`config.mk`:
```
export PLATFORM = sky130hd
export DESIGN_NAME = tx_packet_scheduler
export DESIGN_NICKNAME = d
export VERILOG_FILES = /design/src/rtl/tx_packet_scheduler.sv
export SDC_FILE = /design/constraint.sdc
export NUM_CORES = 1
export LEC_CHECK = 0
export BUFFER_PORTS_ARGS = -buffer_cell sky130_fd_sc_hd__buf_2
export CORE_MARGIN = 2
export CORE_UTILIZATION = 45
export DETAILED_ROUTE_END_ITERATION = 8
export SYNTH_ARGS = -nofsm -noshare
export SYNTH_HDL_FRONTEND = slang
export SYNTH_SLANG_ARGS = --single-unit
```
`constraint.sdc`:
```
create_clock -name clk -period 2.8 [get_ports clk]
set_input_delay 0.42 -clock clk [delete_from_list [all_inputs] [get_ports clk]]
set_output_delay 0.42 -clock clk [all_outputs]
set_load 0.02 [all_outputs]
```
`src/rtl/tx_packet_scheduler.sv`:
```
// tx_packet_scheduler: queues USB TX packet commands from the AHB slave and
// sequences each one through buffer-fill wait, TX launch and completion.
// Optional: define TX_SCHED_STATS_EN to add saturating pkt_count/err_count.
module tx_packet_scheduler #(
  parameter int QDEPTH      = 4,
  parameter int BUF_BYTES   = 64,
  parameter int TIMEOUT_CYC = 1023
) (
  input  logic       clk,
  input  logic       rst,
  input  logic       cmd_valid,
  input  logic [2:0] cmd_pid,
  input  logic [6:0] cmd_len,
  output logic       cmd_ready,
  input  logic [6:0] buffer_occupancy,
  input  logic       tx_transfer_active,
  input  logic       tx_error,
  output logic       tx_start,
  output logic [2:0] tx_packet,
  output logic       flush_req,
  output logic       busy,
  output logic       done_pulse,
  output logic       err_pulse,
  output logic [1:0] err_code,
`ifdef TX_SCHED_STATS_EN
  output logic [15:0] pkt_count,
  output logic [7:0]  err_count,
`endif
  output logic [2:0] q_count
);

  localparam int AW = (QDEPTH > 1) ? $clog2(QDEPTH) : 1;
  localparam int CW = $clog2(QDEPTH + 1);
  localparam int TW = $clog2(TIMEOUT_CYC + 1);

  localparam logic [2:0] S_IDLE     = 3'd0;
  localparam logic [2:0] S_CHECK    = 3'd1;
  localparam logic [2:0] S_LAUNCH   = 3'd2;
  localparam logic [2:0] S_WAIT_ACT = 3'd3;
  localparam logic [2:0] S_ACTIVE   = 3'd4;
  localparam logic [2:0] S_DONE     = 3'd5;
  localparam logic [2:0] S_ERROR    = 3'd6;

  typedef struct packed {
    logic [2:0] pid;
    logic [6:0] len;
  } cmd_t;

  cmd_t          q_mem [QDEPTH];
  logic [AW-1:0] wr_ptr, rd_ptr;
  logic [CW-1:0] cnt;
  logic [2:0]    state, state_n;
  logic [TW-1:0] tmo;
  logic          tmo_hit;
  logic [1:0]    fsm_code;
  cmd_t          cur;
  logic          cur_is_data;
  logic          txe_flag;
  logic          inv_q;
  logic          cmd_is_data, cmd_bad, cmd_acc, push, pop;

  // Command decode: reserved pids and oversize DATA payloads are rejected
  always_comb begin
    cmd_is_data = (cmd_pid == 3'd1) || (cmd_pid == 3'd2);
    cmd_bad     = (cmd_pid == 3'd0) || (cmd_pid >= 3'd6) ||
                  (cmd_is_data && (int'(cmd_len) > BUF_BYTES));
    cmd_acc     = cmd_valid && cmd_ready;
    push        = cmd_acc && !cmd_bad;
    pop         = (state == S_IDLE) && (cnt != '0);
    cur_is_data = (cur.pid == 3'd1) || (cur.pid == 3'd2);
    tmo_hit     = (tmo == TW'(TIMEOUT_CYC - 1));
  end

  // Queue storage: written on accepted valid commands, never reset
  always_ff @(posedge clk) begin
    if (push) q_mem[wr_ptr] <= '{pid: cmd_pid, len: cmd_len};
  end

  // Queue pointers and occupancy; pointers wrap naturally at QDEPTH
  always_ff @(posedge clk) begin
    if (rst) begin
      wr_ptr <= '0;
      rd_ptr <= '0;
      cnt    <= '0;
    end else begin
      if (push) wr_ptr <= wr_ptr + 1'b1;
      if (pop)  rd_ptr <= rd_ptr + 1'b1;
      case ({push, pop})
        2'b10:   cnt <= cnt + 1'b1;
        2'b01:   cnt <= cnt - 1'b1;
        default: cnt <= cnt;
      endcase
    end
  end

  // Next-state logic; fsm_code carries the cause when heading to ERROR
  always_comb begin
    state_n  = state;
    fsm_code = 2'd0;
    case (state)
      S_IDLE:     if (cnt != '0) state_n = S_CHECK;
      S_CHECK: begin
        if (!cur_is_data || (buffer_occupancy >= cur.len)) state_n = S_LAUNCH;
        else if (tmo_hit) begin
          state_n  = S_ERROR;
          fsm_code = 2'd2;
        end
      end
      // launch is held off while the TX core is still busy with something
      S_LAUNCH:   if (!tx_transfer_active) state_n = S_WAIT_ACT;
      S_WAIT_ACT: begin
        if (tx_transfer_active) state_n = S_ACTIVE;
        else if (tmo_hit) begin
          state_n  = S_ERROR;
          fsm_code = 2'd2;
        end
      end
      S_ACTIVE: begin
        if (!tx_transfer_active) begin
          if (txe_flag || tx_error) begin
            state_n  = S_ERROR;
            fsm_code = 2'd3;
          end else begin
            state_n = S_DONE;
          end
        end
      end
      default:    state_n = S_IDLE;
    endcase
  end

  // FSM state, wait-state timer, current command and sticky TX error flag
  always_ff @(posedge clk) begin
    if (rst) begin
      state    <= S_IDLE;
      tmo      <= '0;
      cur      <= '0;
      txe_flag <= 1'b0;
    end else begin
      state <= state_n;
      if (state_n != state) tmo <= '0;
      else if ((state == S_CHECK) || (state == S_WAIT_ACT)) tmo <= tmo + 1'b1;
      if (pop) cur <= q_mem[rd_ptr];
      if (state == S_WAIT_ACT) txe_flag <= 1'b0;
      else if ((state == S_ACTIVE) && tx_error) txe_flag <= 1'b1;
    end
  end

  // Error reporting: FSM cause wins over a coincident invalid command
  always_ff @(posedge clk) begin
    if (rst) begin
      inv_q    <= 1'b0;
      err_code <= 2'd0;
    end else begin
      inv_q <= cmd_acc && cmd_bad;
      if (state_n == S_ERROR)   err_code <= fsm_code;
      else if (cmd_acc && cmd_bad) err_code <= 2'd1;
    end
  end

  // Moore-style outputs; tx_start/tx_packet also gate on the TX busy input
  always_comb begin
    cmd_ready  = (cnt != CW'(QDEPTH));
    tx_start   = (state == S_LAUNCH) && !tx_transfer_active;
    tx_packet  = (tx_start || (state == S_WAIT_ACT) || (state == S_ACTIVE)) ?
                 cur.pid : 3'd0;
    flush_req  = (state == S_ERROR) && cur_is_data;
    done_pulse = (state == S_DONE);
    err_pulse  = (state == S_ERROR) || inv_q;
    busy       = (state != S_IDLE) || (cnt != '0);
    q_count    = 3'(cnt);
  end

`ifdef TX_SCHED_STATS_EN
  // Saturating completion / error counters
  always_ff @(posedge clk) begin
    if (rst) begin
      pkt_count <= '0;
      err_count <= '0;
    end else begin
      if (done_pulse && (pkt_count != '1)) pkt_count <= pkt_count + 1'b1;
      if (err_pulse  && (err_count != '1)) err_count <= err_count + 1'b1;
    end
  end
`endif

endmodule
```
==> impl_metrics.py <==
metrics = {
    "sta": {
        "tightest_slew_ps": 772.7,
        "fin_crit_ps": 2397,
        "fmax_ghz": 0.4171,
        "setup_tns_ps": 0,
        "drv_slew": 0,
        "rsz0062_at_grt": "false",
        "slew_headroom_pct": 48.42,
        "period_share_pct": 85.62,
        "setup_viol_count_final": 0,
        "finClkSkew_ps": 12.98,
        "hold_viol_final": 0,
    },
    "critical_path": {
        "worstReg2RegEnd": "q_count[2]",
        "crit_top_cell": "inv_1",
        "crit_buf_inv": 4,
        "cp_slowest_stage_delay_ps": 370,
        "endpoint_kind": "register",
        "critPathLaunchType": "input port",
        "worstRegToRegCells": 9,
        "reg2reg_slack_ps": 560,
        "arrival_ps": 2680,
        "path_delay_family": "simple AND/OR/NAND/NOR gates",
        "path_cells": "buf_2 -> nor3b_1 -> a2111oi_0 -> buf_4 -> and2_1 -> nor2_1 -> inv_1 -> ha_1 -> inv_1 -> fa_1 -> xor2_1 -> or3_1 -> a21oi_1",
        "worstPathMaxFanout": 7,
        "worstPathRequired_ps": 3080,
        "timing.rr.start": "state[1]",
        "worstSetupPathType": "input port to register",
        "critical_path.slowest_cell": "fa_1",
    },
    "worst_hold_path": {
        "min_path_type": "input port to register",
        "min_path_cells": 1,
        "min_from": "cmd_len[5]",
        "hold_path_end": "q_mem[1][5]",
    },
    "detailed_routing": {
        "firstDrtPassIters": 4,
        "wl_per_cell_um": 14.55,
        "drc": 0,
        "vias": 2436,
        "viasPerCell": 5.239,
        "wirelength_mm": 6.765,
        "final_antenna_net_count": 0,
        "drt_iter0_markers": 120,
    },
    "synthesis": {
        "synthFlopType": "edfxtp_1",
        "syn_inst": 318,
        "yosys_warnings": 0,
        "syn_avg_cell_area_um2": 11.33,
        "synthArstFlopShare_pct": 0,
        "yosysSeqAreaShare_pct": 52.24,
        "synth_edf_count": 40,
        "synth_area_um2": 3602,
        "syn_nets": 355,
        "synth.distinct_cells": 53,
        "ys_ff_latch": 74,
    },
    "floorplan": {
        "fp.dieH_um": 93.47,
        "ios": 36,
        "std_cell_rows": 32,
        "die_width_um": 93.47,
        "start_util_pct": 46.62,
        "die-area_um2": 8737,
        "core_area_um2": 7727,
    },
    "global_routing": {
        "grt_max_degree": 26,
        "track_usage_pct": 16.79,
        "grt_pass1_wl_mm": 11.18,
        "grt_pass1_vias": 2237,
        "grt-ovfl-total": 0,
        "grt_antenna_before_repair": 0,
    },
    "clocking": {
        "cts_tree": "done",
        "cts_setup_buffers": 0,
        "numCtsBuffers": 9,
        "clock_latency_ps": 350,
        "h-tree-depth": 3,
        "cts.clk_slew.worst_paths_ps": 90,
        "clk_root_buffer_cell": "clkbuf_8",
        "cts_max_path_buffers": 2,
        "cts.repair.resized": 0,
        "cts_sinks": 74,
        "postCtsHoldBufs": 0,
    },
    "power_and_ir_drop": {
        "p_leak_uw": 0.001528,
        "power_density_nw_per_um2": 837.1,
        "peakVddDrop_v": 0.0004026,
    },
    "final_layout": {
        "final_layout_size_suffix_gt1_share_pct": 23.97,
        "n_fill_cell": 684,
        "multi_input_area_um2": 1574,
        "design_area_um2": 4098,
        "nNetsFinal": 395,
        "area_growth_pct": 13.75,
        "diodes": 0,
        "regArea_um2": 1882,
    },
    "placed_design": {
        "place_area_um2": 3890,
        "dp_hpwl_mm": 4.749,
        "port_buffers": 35,
        "globalplace.congestion": 0.8454,
    },
    "flow_run": {
        "drv_cap": 0,
    },
    "outcome": {
        "status": "finished clean",
    },
}
## cells in the final DEF, fill, tap and decap left out, types with 3 or more instances in the layout
cell type	n
xnor2_1	10
buf_4	8
edfxtp_1	40
nor3_2	11
a31oi_1	3
ha_1	14
mux4_2	10
clkbuf_8	9
dfxtp_1	34
inv_6	3
and3_1	8
xor2_1	4
nand4_1	5
o21ai_0	7
inv_1	19
nand2b_1	6
buf_2	35
nand2_1	43
nor2_1	15
nand3_1	7
nor3b_1	3
a21oi_1	25
nor2b_1	4
## worst max-delay path by stage
stage                    start         end  slack [ps]  depth (start not counted)
finish              cmd_pid[0]  q_count[2]         400                         13
global route        cmd_pid[2]  q_count[2]         260                         13
CTS                 cmd_pid[0]  q_count[2]         400                         13
detailed placement  cmd_pid[0]  q_count[2]          40                         13
global placement    cmd_pid[0]  q_count[2]          50                         13
floorplan           cmd_pid[1]  q_count[2]         320                         11
## logic make-up (layout without fill, tap and decap cells)
| group | Yosys count | in the layout | synth area share (%) |
|---|---|---|---|
| AOI/OAI and AO/OA | 51 | 51 | 9.657 |
| adders and majority gates | 15 | 15 | 5.419 |
| buffers and inverters | 33 | 78 | 4.064 |
| DFF | 74 | 74 | 52.24 |
| xor gates and xnor gates | 14 | 14 | 3.404 |
| muxes | 10 | 10 | 6.252 |
| and+or+nand+nor | 121 | 121 | 18.97 |
## cells in the mapped netlist (2+ instances only)
master / n / share of area [%]
nand2_1: 43 / 4.5
edfxtp_1: 40 / 33
dfxtp_1: 34 / 19
a21oi_1: 25 / 3.5
inv_1: 19 / 2.0
nor2_1: 15 / 1.6
ha_1: 14 / 4.9
nor3_2: 11 / 3.1
mux4_2: 10 / 6.3
xnor2_1: 10 / 2.4
and3_1: 8 / 1.4
clkbuf_1: 7 / 0.73
nand3_1: 7 / 0.97
o21ai_0: 7 / 0.97
nand2b_1: 6 / 1.0
nand4_1: 5 / 0.87
nor2b_1: 4 / 0.69
xor2_1: 4 / 0.97
a31oi_1: 3 / 0.52
buf_2: 3 / 0.42
nor3b_1: 3 / 0.63
a211oi_1: 2 / 0.42
a221oi_1: 2 / 0.49
and2_1: 2 / 0.35
and2b_1: 2 / 0.42
buf_6: 2 / 0.63
nand3b_1: 2 / 0.42
nor3_1: 2 / 0.28
o2111ai_1: 2 / 0.49
## final cells by class
class / instances / area share [%]
clock buffers: 9 / 3.023
clock inverters: 7 / 2.046
inverters: 19 / 1.740
multi-input cells: 211 / 38.41
flip-flops and latches: 74 / 45.92
well taps: 102 / 3.114
repair buffers: 43 / 5.740
## per-stage QoR
stage                     setup WS (ps)  hold slack, ps  instances  total power, uW  util, %
after floorplan                   316.5           436.3        318             2352        -
after global placement            48.10           445.3        449             2588    50.34
after detailed placement          44.34           447.4        449             2601    50.34
after CTS                         395.2           288.0        465             3462    53.03
after global routing              255.2           284.9        465             3658    53.03
final                             402.6           295.1        465             3430    53.03
## sequential cells by signal (all words and copies together) (netlist names)
name      count
cur          10
err_code      2
inv_q         1
q_count       3
q_mem        40
rd_ptr        2
state         3
tmo          10
txe_flag      1
wr_ptr        2
## report_power, final
| part | leakage, uW | internal (uW) | switching [uW] |
|---|---|---|---|
| Clock | 0.000103 | 428 | 434 |
| Sequential | 0.000640 | 1280 | 146 |
| Combinational | 0.000785 | 484 | 657 |
| Total | 0.00153 | 2190 | 1240 |
## routing by layer
| layer | part of all wire, % | GRT usage (%) |
|---|---|---|
| met5 | 0 | 0 |
| met4 | 1.0 | 5.147 |
| met3 | 4.1 | 4.915 |
| met2 | 48 | 26.56 |
| met1 | 47 | 22.36 |
No activity file was read; power rests on OpenSTA's default activity.
